<file path="src/rtl/wrdm_desc_arbiter.sv">
// ---------------------------------------------------------------------------
// WrdmDescArbiter (module wrdm_desc_arbiter)
//
// Purpose: round-robin arbiter that merges descriptor streams from NUM_REQ
// requesters into the single descriptor port of the write data mover. Once
// a requester wins, the port is locked to it until it delivers a descriptor
// flagged with req_last, so bursts never interleave. The output side is a
// single registered stage (valid/data) with standard ready/valid backpressure.
//
// Ports:
//   clk              sole clock, all logic on the rising edge
//   rst              synchronous active-high reset
//   req_valid[N]     per-requester descriptor valid
//   req_data[N*W]    flattened descriptors, requester i at [i*W +: W]
//   req_last[N]      final descriptor of a requester's burst
//   req_ready[N]     per-requester accept
//   wrdm_desc_valid  descriptor valid towards the write data mover
//   wrdm_desc_data   descriptor towards the write data mover
//   wrdm_desc_ready  write data mover accepts the current descriptor
//   grant_id         requester currently owning the port
//   grant_active     high while a burst is locked
//   burst_cnt        (only with WRDM_ARB_STATS_EN) per-requester 32-bit
//                    wrapping count of completed bursts
//
// Optional feature macro: WRDM_ARB_STATS_EN
// ---------------------------------------------------------------------------
module wrdm_desc_arbiter #(
   parameter int  NUM_REQ    = 4,
   parameter int  DESC_WIDTH = 174,
   localparam int GW         = (NUM_REQ > 1) ? $clog2(NUM_REQ) : 1
) (
   input  logic                          clk,
   input  logic                          rst,
   input  logic [NUM_REQ-1:0]            req_valid,
   input  logic [NUM_REQ*DESC_WIDTH-1:0] req_data,
   input  logic [NUM_REQ-1:0]            req_last,
   output logic [NUM_REQ-1:0]            req_ready,
   output logic                          wrdm_desc_valid,
   output logic [DESC_WIDTH-1:0]         wrdm_desc_data,
   input  logic                          wrdm_desc_ready,
   output logic [GW-1:0]                 grant_id,
`ifdef WRDM_ARB_STATS_EN
   output logic [NUM_REQ*32-1:0]         burst_cnt,
`endif
   output logic                          grant_active
);

   typedef enum logic {
      IDLE   = 1'b0,
      LOCKED = 1'b1
   } state_t;

   state_t                  state_q, state_d;
   logic [GW-1:0]           grant_id_q, grant_id_d;
   logic [GW-1:0]           last_grant_q, last_grant_d;
   logic                    grant_active_q, grant_active_d;
   logic                    out_valid_q, out_valid_d;
   logic [DESC_WIDTH-1:0]   out_data_q, out_data_d;

   logic [GW-1:0]           winner;
   logic                    winner_found;
   logic [GW-1:0]           cand;
   logic [DESC_WIDTH-1:0]   grant_data;
   logic                    accept;
   logic                    accept_last;

   // Round-robin search: start one past the previous burst owner and take
   // the first requester with a valid descriptor.
   always_comb begin
      winner       = '0;
      winner_found = 1'b0;
      cand         = '0;
      for (int k = 1; k <= NUM_REQ; k++) begin
         cand = GW'((int'(last_grant_q) + k) % NUM_REQ);
         if (!winner_found && req_valid[cand]) begin
            winner       = cand;
            winner_found = 1'b1;
         end
      end
   end

   assign grant_data  = req_data[int'(grant_id_q)*DESC_WIDTH +: DESC_WIDTH];
   assign accept      = req_valid[grant_id_q] & req_ready[grant_id_q];
   assign accept_last = accept & req_last[grant_id_q];

   // State and datapath registers.
   always_ff @(posedge clk) begin
      if (rst) begin
         state_q        <= IDLE;
         grant_id_q     <= '0;
         last_grant_q   <= GW'(NUM_REQ - 1);
         grant_active_q <= 1'b0;
         out_valid_q    <= 1'b0;
         out_data_q     <= '0;
      end else begin
         state_q        <= state_d;
         grant_id_q     <= grant_id_d;
         last_grant_q   <= last_grant_d;
         grant_active_q <= grant_active_d;
         out_valid_q    <= out_valid_d;
         out_data_q     <= out_data_d;
      end
   end

   // Next-state logic. The output stage is updated independently of the
   // state so the final descriptor of a burst can still be draining during
   // the single IDLE cycle spent re-arbitrating.
   always_comb begin
      state_d        = state_q;
      grant_id_d     = grant_id_q;
      last_grant_d   = last_grant_q;
      grant_active_d = grant_active_q;
      out_valid_d    = out_valid_q;
      out_data_d     = out_data_q;

      case (state_q)
         IDLE: begin
            if (winner_found) begin
               grant_id_d     = winner;
               grant_active_d = 1'b1;
               state_d        = LOCKED;
            end
         end
         LOCKED: begin
            if (accept_last) begin
               last_grant_d   = grant_id_q;
               grant_active_d = 1'b0;
               state_d        = IDLE;
            end
         end
         default: state_d = IDLE;
      endcase

      if (accept) begin
         out_valid_d = 1'b1;
         out_data_d  = grant_data;
      end else if (wrdm_desc_ready) begin
         out_valid_d = 1'b0;
      end
   end

   // Outputs. Only the grantee sees ready, and only when the output stage
   // is empty or being drained this cycle.
   always_comb begin
      req_ready = '0;
      if (state_q == LOCKED) begin
         req_ready[grant_id_q] = ~out_valid_q | wrdm_desc_ready;
      end
   end

   assign wrdm_desc_valid = out_valid_q;
   assign wrdm_desc_data  = out_data_q;
   assign grant_id        = grant_id_q;
   assign grant_active    = grant_active_q;

`ifdef WRDM_ARB_STATS_EN
   logic [NUM_REQ*32-1:0] burst_cnt_q, burst_cnt_d;

   // Completed-burst counters, bumped on every accepted last descriptor.
   always_comb begin
      burst_cnt_d = burst_cnt_q;
      if (accept_last) begin
         burst_cnt_d[int'(grant_id_q)*32 +: 32] =
            burst_cnt_q[int'(grant_id_q)*32 +: 32] + 32'd1;
      end
   end

   always_ff @(posedge clk) begin
      if (rst) begin
         burst_cnt_q <= '0;
      end else begin
         burst_cnt_q <= burst_cnt_d;
      end
   end

   assign burst_cnt = burst_cnt_q;
`else
   // Default build: no statistics counters.
`endif

endmodule

</file>
<file path="config.mk">
export PLATFORM = sky130hd
export DESIGN_NAME = wrdm_desc_arbiter
export DESIGN_NICKNAME = d
export VERILOG_FILES = /design/src/rtl/wrdm_desc_arbiter.sv
export SDC_FILE = /design/constraint.sdc
export NUM_CORES = 1
export LEC_CHECK = 0
export BUFFER_PORTS_ARGS = -buffer_cell sky130_fd_sc_hd__buf_2
export CORE_AREA = 2 2 350 352
export CTS_BUF_LIST = sky130_fd_sc_hd__clkbuf_4 sky130_fd_sc_hd__clkbuf_8
export DETAILED_ROUTE_END_ITERATION = 12
export DIE_AREA = 0 0 352 354
export GPL_TIMING_DRIVEN = 0
export PLACE_DENSITY = 0.3
export SYNTH_ARGS = -nofsm -noshare
export SYNTH_HDL_FRONTEND = slang
export SYNTH_SLANG_ARGS = --single-unit
</file>
<file path="constraint.sdc">
create_clock -name clk -period 1.7 [get_ports clk]
set_input_delay 0.17 -clock clk [delete_from_list [all_inputs] [get_ports clk]]
set_output_delay 0.17 -clock clk [all_outputs]
set_load 0.005 [all_outputs]
</file>
==> results of run 1 <==
tightest hold or removal path, stage by stage:
cell     delay (ns)
buf_2          0.07
mux4_2         0.24
nand2_1        0.06
a21oi_1        0.10
per-layer routing:
layer / up-vias / wire, um / share of wire [%]
met4: 14 / 2449 / 2.9
met1: 6485 / 32640 / 39
met3: 107 / 5628 / 6.8
met2: 580 / 42240 / 51
met5: - / 93 / 0.11
li1: 6071 / - / -
through the flow:
stage                     hold slack [ns]  area, um2  setup TNS (ns)  setup slack, ns
final                             0.07973      21200          -45.60          -0.3224
after global routing              0.02610      21180          -60.76          -0.3978
after CTS                       0.0001431      20680          -53.11          -0.3473
after detailed placement           0.4436      17050         -218.47           -1.710
after global placement             0.4424      17030         -278.54           -2.411
after floorplan                    0.3727      10550               0          0.02001
Yosys cell counts (all sizes together):
cell,number
and3,1
nand2b,2
clkbuf,40
a21oi,180
a31oi,1
nand4,1
mux4,176
nand2,349
nand3,4
or4,1
buf,59
a311oi,1
inv,3
nor2,11
o221ai,1
o221a,1
dfxtp,181
o22ai,1
o21ai,1
nor3,3
cell type report:
cell class | instances | area share, %
Antenna cell | 11 | 0.1299
Buffer | 95 | 5.154
Clock buffer | 19 | 1.204
Clock inverter | 13 | 0.5431
Inverter | 3 | 0.08855
Multi-Input combinational cell | 734 | 32.15
Sequential cell | 181 | 17.13
Tap cell | 1625 | 9.593
Timing Repair Buffer | 1148 | 34.00
registers in the layout (all words and copies together) (netlist names):
signal / flops
state_q: 1
wrdm_desc_data: 174
last_grant_q: 2
grant_id: 2
wrdm_desc_valid: 1
grant_active: 1
path summary, 6_finish.rpt:
kind	end	slack, ns	depth (start not counted)
worst min register to register	wrdm_desc_data[160]	0.46	2
worst max-delay path	wrdm_desc_data[151]	-0.32	7
worst min-delay path	wrdm_desc_data[62]	0.08	4
worst max register to register	wrdm_desc_data[151]	-0.32	7
where the power goes:
part | switching (mW) | internal (mW) | leakage, nW
logic | 2.93 | 3.08 | 7.29
clock network | 2.01 | 1.11 | 0.190
registers | 0.172 | 4.58 | 1.48
total | 5.11 | 8.77 | 8.96
what timing repair did:
item	4_1_cts	5_1_grt
setup endpoints to repair	185	183
pin swaps	7	5
hold buffers	232	0
gates resized for setup	202	103
hold endpoints to repair	69	0
setup buffers	14	6
cloned	4	5
kinds of logic (layout without fill, tap and decap cells):
| kind of cell | after synthesis | in the layout |
|---|---|---|
| AND/OR/NAND/NOR | 372 | 372 |
| AO/OA/AOI/OAI | 186 | 186 |
| flip-flops | 181 | 181 |
| multiplexers | 176 | 176 |
| buffers and inverters | 102 | 1278 |
| other | 0 | 11 |
==> flow_metrics.env, run 1 <==
export IMPL_status="complete, but fails checks"
export IMPL_violations="negative setup slack"
export IMPL_yosysTopAreaCell="mux4_2"
export IMPL_fin_skew_ns=0.01669
export IMPL_synth_top_family_by_area="multiplexers"
export IMPL_port_buffers=887
export IMPL_clk_pin_slew_worst_paths_ns=0.12
export IMPL_final_cell_count_no_fill=3829
export IMPL_drtPass1Iterations=4
export IMPL_drv_cap=0
export IMPL_fillCellCount=13768
export IMPL_synth_top_area_share_pct=37.88
export IMPL_die_width_um=352
export IMPL_start_util_pct=8.655
export IMPL_synth_warnings=0
export IMPL_cpMostUsedCell="buf_12"
export IMPL_cp_end_kind="register"
export IMPL_drtIter0Drc=563
export IMPL_met2_usage_pct=22.71
export IMPL_die_y_um=354
export IMPL_ys_seq_elements=181
export IMPL_worstPathCellList="buf_12 -> mux4_2 -> and3_4 -> buf_12 -> buf_12 -> nand2_4 -> a21oi_1"
export IMPL_hold_viol=0
export IMPL_hp_start="req_data[236]"
export IMPL_worstHoldPathType="input port to register"
export IMPL_syn_inst=1017
export IMPL_grt_max_degree=18
export IMPL_crit_path_max_fanout=10
export IMPL_area_growth_pct=102.5
export IMPL_critPathArrivalTime_ns=2.47
export IMPL_ir_drop_mv=0.5849
export IMPL_io_pins=889
export IMPL_grt_usage_pct=12.89
export IMPL_numCtsBuffers=17
export IMPL_synthSimpleGateAreaFrac_pct=13.61
export IMPL_synthDistinctLibCells=25
export IMPL_viasPerCell=3.462
export IMPL_wirelength_um=83060
export IMPL_cts_sinks=181
export IMPL_synthXorXnorAreaFrac_pct=0
export IMPL_multiInputGateArea_um2=6815
export IMPL_setup_violations=183
export IMPL_grt_antenna_before_repair=28
export IMPL_worst_slack_ns=-0.3224
export IMPL_drc=0
export IMPL_cellLeakagePower_nw=8.960
export IMPL_min_period_over_period_pct=119.0
export IMPL_final_cell_mix="buf_2 (888), nand2_1 (284), dlygate4sd3_1 (232)"
export IMPL_power_density_nw_per_um2=654.8
export IMPL_clock_root_buffer="clkbuf_8"
export IMPL_gp_congestion=0.8252
export IMPL_ys_seq_area_share_pct=34.62
export IMPL_syn_cell_area_um2=10470
export IMPL_fin_util_pct=17.53
export IMPL_drive_gt1_share_pct=58.73
export IMPL_std_cell_rows=128
export IMPL_grt_pass1_vias=14390
export IMPL_vias=13257
export IMPL_min_period_ns=2.022
export IMPL_antenna_left=0
export IMPL_met3_usage_pct=3.515
export IMPL_rsz0062_at_grt="yes"
export IMPL_clk_latency_ns=0.59
export IMPL_worst_pin_slew_ns=1.143
export IMPL_overflow=0
export IMPL_nNetsFinal=2887
export IMPL_syn_num_nets=1724
export IMPL_worstSetupStartpoint="grant_id[1]"
export IMPL_seq_area_um2=3631
export IMPL_required_ns=2.15
export IMPL_worstReg2RegStart="grant_id[1]"
export IMPL_fmax_ghz=0.4945
export IMPL_hpwlAfterDp_um=68340
export IMPL_path_buf_inv=3
export IMPL_core_um2=120900
export IMPL_critPathKind="register to register"
export IMPL_slowest_stage="mux4_2"
export IMPL_clock_tree_buffer_depth=2
export IMPL_startpoint_type="register"
export IMPL_cpPeakStageDelay_ns=0.57
export IMPL_synthMuxAreaShare_pct=37.88
export IMPL_synth_compound_area_share_pct=9.051
export IMPL_dp_cells=3530
export IMPL_grt_pass1_wl_um=110900
export IMPL_routedWlPerCell_um=21.69
export IMPL_htreeDepth=4
export IMPL_synthAdderAreaFrac_pct=0
export IMPL_layout_commonest_cell="buf_2"
export IMPL_synth_area_top_cells="mux4_2 (38%), dfxtp_1 (35%), nand2_1 (13%)"
export IMPL_path_delay_family="multiplexers"
export IMPL_cts_tree="built"
export IMPL_total_power_mw=13.88
export IMPL_syn_area_per_cell_um2=10.29
export IMPL_top_usage_layer="met2"
export IMPL_drv_slew=0
export IMPL_relSlewSlack_pct=23.78
export IMPL_dieArea_um2=124600
export IMPL_grt_use_met1_pct=15.06
(Power assumes the default switching activity.)
==> inputs of run 2 (changes only) <==
Settings changed: ABC_AREA set to 1, CORE_AREA 2 2 350 352 to 2 2 349 351, DIE_AREA 0 0 352 354 to 0 0 351 353.
==> run 2 against run 1 <==
Effect of this change:
- the flow still finishes with violations (negative setup slack)
- final cell count increased by 32%
- worst setup slack improved by 0.14 ns
- largest cell class unchanged
- critical path type unchanged
- synthesized area increased by 11%
- clock skew increased by 0.0082 ns
- critical endpoint is now wrdm_desc_data[49]
- clock power increased by 11%
- flip-flop and latch count unchanged
- sequential share of layout area decreased by 2.9 points
- largest power group unchanged
- design area increased by 20%
==> flow_metrics.env, run 2 <==
export IMPL_ff2ff_setup_slack_ns=-0.18
export IMPL_layout_commonest_cell="buf_2"
export IMPL_violations="negative setup slack"
export IMPL_dieArea_um2=123900
export IMPL_timing_rr_end="wrdm_desc_data[49]"
export IMPL_grt_max_degree=17
export IMPL_ys_seq_area_share_pct=31.08
export IMPL_nNetsFinal=4103
export IMPL_met2_usage_pct=30.37
export IMPL_critPathKind="register to register"
export IMPL_crit_path_max_fanout=10
export IMPL_overflow=0
export IMPL_worstRegToRegCells=8
export IMPL_hold_viol=0
export IMPL_io_pins=889
export IMPL_syn_inst=2025
export IMPL_place_ws_ns=-1.888
export IMPL_area_growth_pct=118.8
export IMPL_worstHoldPathType="input port to register"
export IMPL_viasPerCell=3.830
export IMPL_synth_top_area_share_pct=31.08
export IMPL_fillCellCount=14045
export IMPL_antenna_left=0
export IMPL_routedWlPerCell_um=21.61
export IMPL_tns_ns=-17.88
export IMPL_startpoint_type="register"
export IMPL_std_cell_rows=128
export IMPL_cellLeakagePower_nw=11.97
export IMPL_drtIter0Drc=984
export IMPL_htreeDepth=4
export IMPL_numCtsBuffers=17
export IMPL_clk_latency_ns=0.60
export IMPL_ir_drop_mv=0.5851
export IMPL_cp_end_kind="register"
export IMPL_drc=0
export IMPL_start_util_pct=9.667
export IMPL_vias=19308
export IMPL_final_cell_mix="buf_2 (891), nand2_1 (738), dlygate4sd3_1 (426)"
export IMPL_syn_area_per_cell_um2=5.757
export IMPL_setup_violations=174
export IMPL_clk_pin_slew_worst_paths_ns=0.11
export IMPL_min_period_over_period_pct=110.6
export IMPL_cts_sinks=181
export IMPL_yosysMostFrequentCell="nand2_1"
export IMPL_syn_cell_area_um2=11660
export IMPL_synth_area_top_cells="dfxtp_1 (31%), nand2_1 (24%), a21oi_1 (15%)"
export IMPL_grt_usage_pct=16.65
export IMPL_die_y_um=353
export IMPL_worstSetupStartpoint="grant_id[0]"
export IMPL_grt_use_met1_pct=19.74
export IMPL_rsz0062_at_grt="yes"
export IMPL_core_um2=120600
export IMPL_synth_warnings=0
export IMPL_drv_slew=0
export IMPL_syn_num_nets=2732
export IMPL_hpwlAfterDp_um=87350
export IMPL_min_period_ns=1.879
export IMPL_synthArstFlopShare_pct=0
export IMPL_drtPass1Iterations=5
export IMPL_met3_usage_pct=3.429
export IMPL_grt_antenna_before_repair=20
export IMPL_drive_gt1_share_pct=38.50
export IMPL_required_ns=2.23
export IMPL_grt_pass1_wl_um=145000
export IMPL_relSlewSlack_pct=38.29
export IMPL_port_buffers=888
export IMPL_ys_flop_type="dfxtp_1"
export IMPL_worst_slack_ns=-0.1794
export IMPL_power_density_nw_per_um2=1157
export IMPL_worstReg2RegStart="grant_id[0]"
export IMPL_top_usage_layer="met2"
export IMPL_crit_path_end="wrdm_desc_data[49]"
export IMPL_cts_tree="built"
export IMPL_largest_reg_flops=174
export IMPL_fin_skew_ns=0.02487
export IMPL_die_width_um=351
export IMPL_status="complete, but fails checks"
export IMPL_fmax_ghz=0.5321
export IMPL_grt_pass1_vias=19769
export IMPL_ys_seq_elements=181
export IMPL_clock_tree_buffer_depth=2
export IMPL_worst_pin_slew_ns=0.9256
export IMPL_drv_cap=0
export IMPL_clock_root_buffer="clkbuf_8"
export IMPL_synth_edf_count=0
export IMPL_synthDistinctLibCells=22
export IMPL_gp_congestion=0.8800
export IMPL_yosysTopAreaCell="dfxtp_1"
export IMPL_critPathArrivalTime_ns=2.41
export IMPL_synthTopCellsByCount="nand2_1 (741), a21oi_1 (353), nor2_1 (193)"
export IMPL_wirelength_um=109000
run 2: changes by cell type after synthesis, sizes merged, moves of 2 or more:
cell	previous run	this run
nor2	11	193
a21oi	180	353
o211ai	0	2
buf	59	70
o21ai	1	176
clkbuf	40	104
nand2b	2	0
nand2	349	742
nand3	4	7
inv	3	18
nor3	3	174
mux4	176	0
run 2: cell type report:
cell class | instances | area (um2) | area share, %
Buffer | 172 | 1548 | 6.068
Timing Repair Buffer | 1354 | 9407 | 36.88
Clock buffer | 20 | 269.0 | 1.055
Tap cell | 1625 | 2033 | 7.972
Multi-Input combinational cell | 1652 | 8364 | 32.79
Antenna cell | 8 | 20.02 | 0.07849
Sequential cell | 181 | 3631 | 14.24
Inverter | 18 | 95.09 | 0.3728
Clock inverter | 11 | 138.9 | 0.5445
run 2: per-stage QoR:
stage	cells	instance area, um2	hold WS, ns	utilization, %	total power, mW
detailed placement	4539	18170	0.4037	15.06	21.79
CTS	5013	24560	0.0003343	20.36	28.90
global route	5035	25490	0.03363	21.14	31.68
global placement	4538	18130	0.3983	15.04	21.82
floorplan	2025	11660	0.2391	-	13.47
finish	5041	25510	0.07684	21.15	29.51
run 2: metal layers:
| layer | vias to the layer above | share of wire [%] |
|---|---|---|
| li1 | 9424 | - |
| met1 | 9080 | 41 |
| met2 | 708 | 51 |
| met3 | 86 | 5.9 |
| met4 | 10 | 1.9 |
| met5 | - | 0.070 |
run 2: cells by family after synthesis:
group                  Yosys count  synth area share [%]
and+or+nand+nor               1118                 38.01
buffers and inverters          192                 7.867
AOI/OAI and AO/OA              534                 23.04
DFF                            181                 31.08
run 2: repair_timing:
action / in CTS / in global routing
pin swaps: 7 / 26
gates cloned: 5 / 12
setup buffers: 12 / 10
gates resized for setup: 384 / 169
setup endpoints to repair: 182 / 183
hold endpoints to repair: 143 / 0
hold buffers: 426 / 0
run 2: power by group:
part           switching, mW  leakage, nW  total (mW)  internal, mW
registers              0.722         1.49        6.09          5.37
logic                   12.6         10.3        20.0          7.38
clock network           2.04        0.202        3.47          1.42
run 2: worst max-delay path: stages (launching register included):
cell,delay (ns)
dfxtp_4,0.41
buf_12,0.15
buf_4,0.20
buf_8,0.22
buf_12,0.22
nand2_1,0.12
a21oi_4,0.27
nor3_4,0.09
nor2_1,0.10
run 2: worst min path at each step:
stage,cells past startpoint,slack (ns),start,endpoint
floorplan,1,0.24,rst,grant_active
CTS,5,0.0003,req_data[554],wrdm_desc_data[32]
detailed placement,2,0.40,rst,state_q
global route,5,0.03,req_data[220],wrdm_desc_data[46]
finish,5,0.08,req_data[122],wrdm_desc_data[122]
global placement,2,0.40,rst,state_q
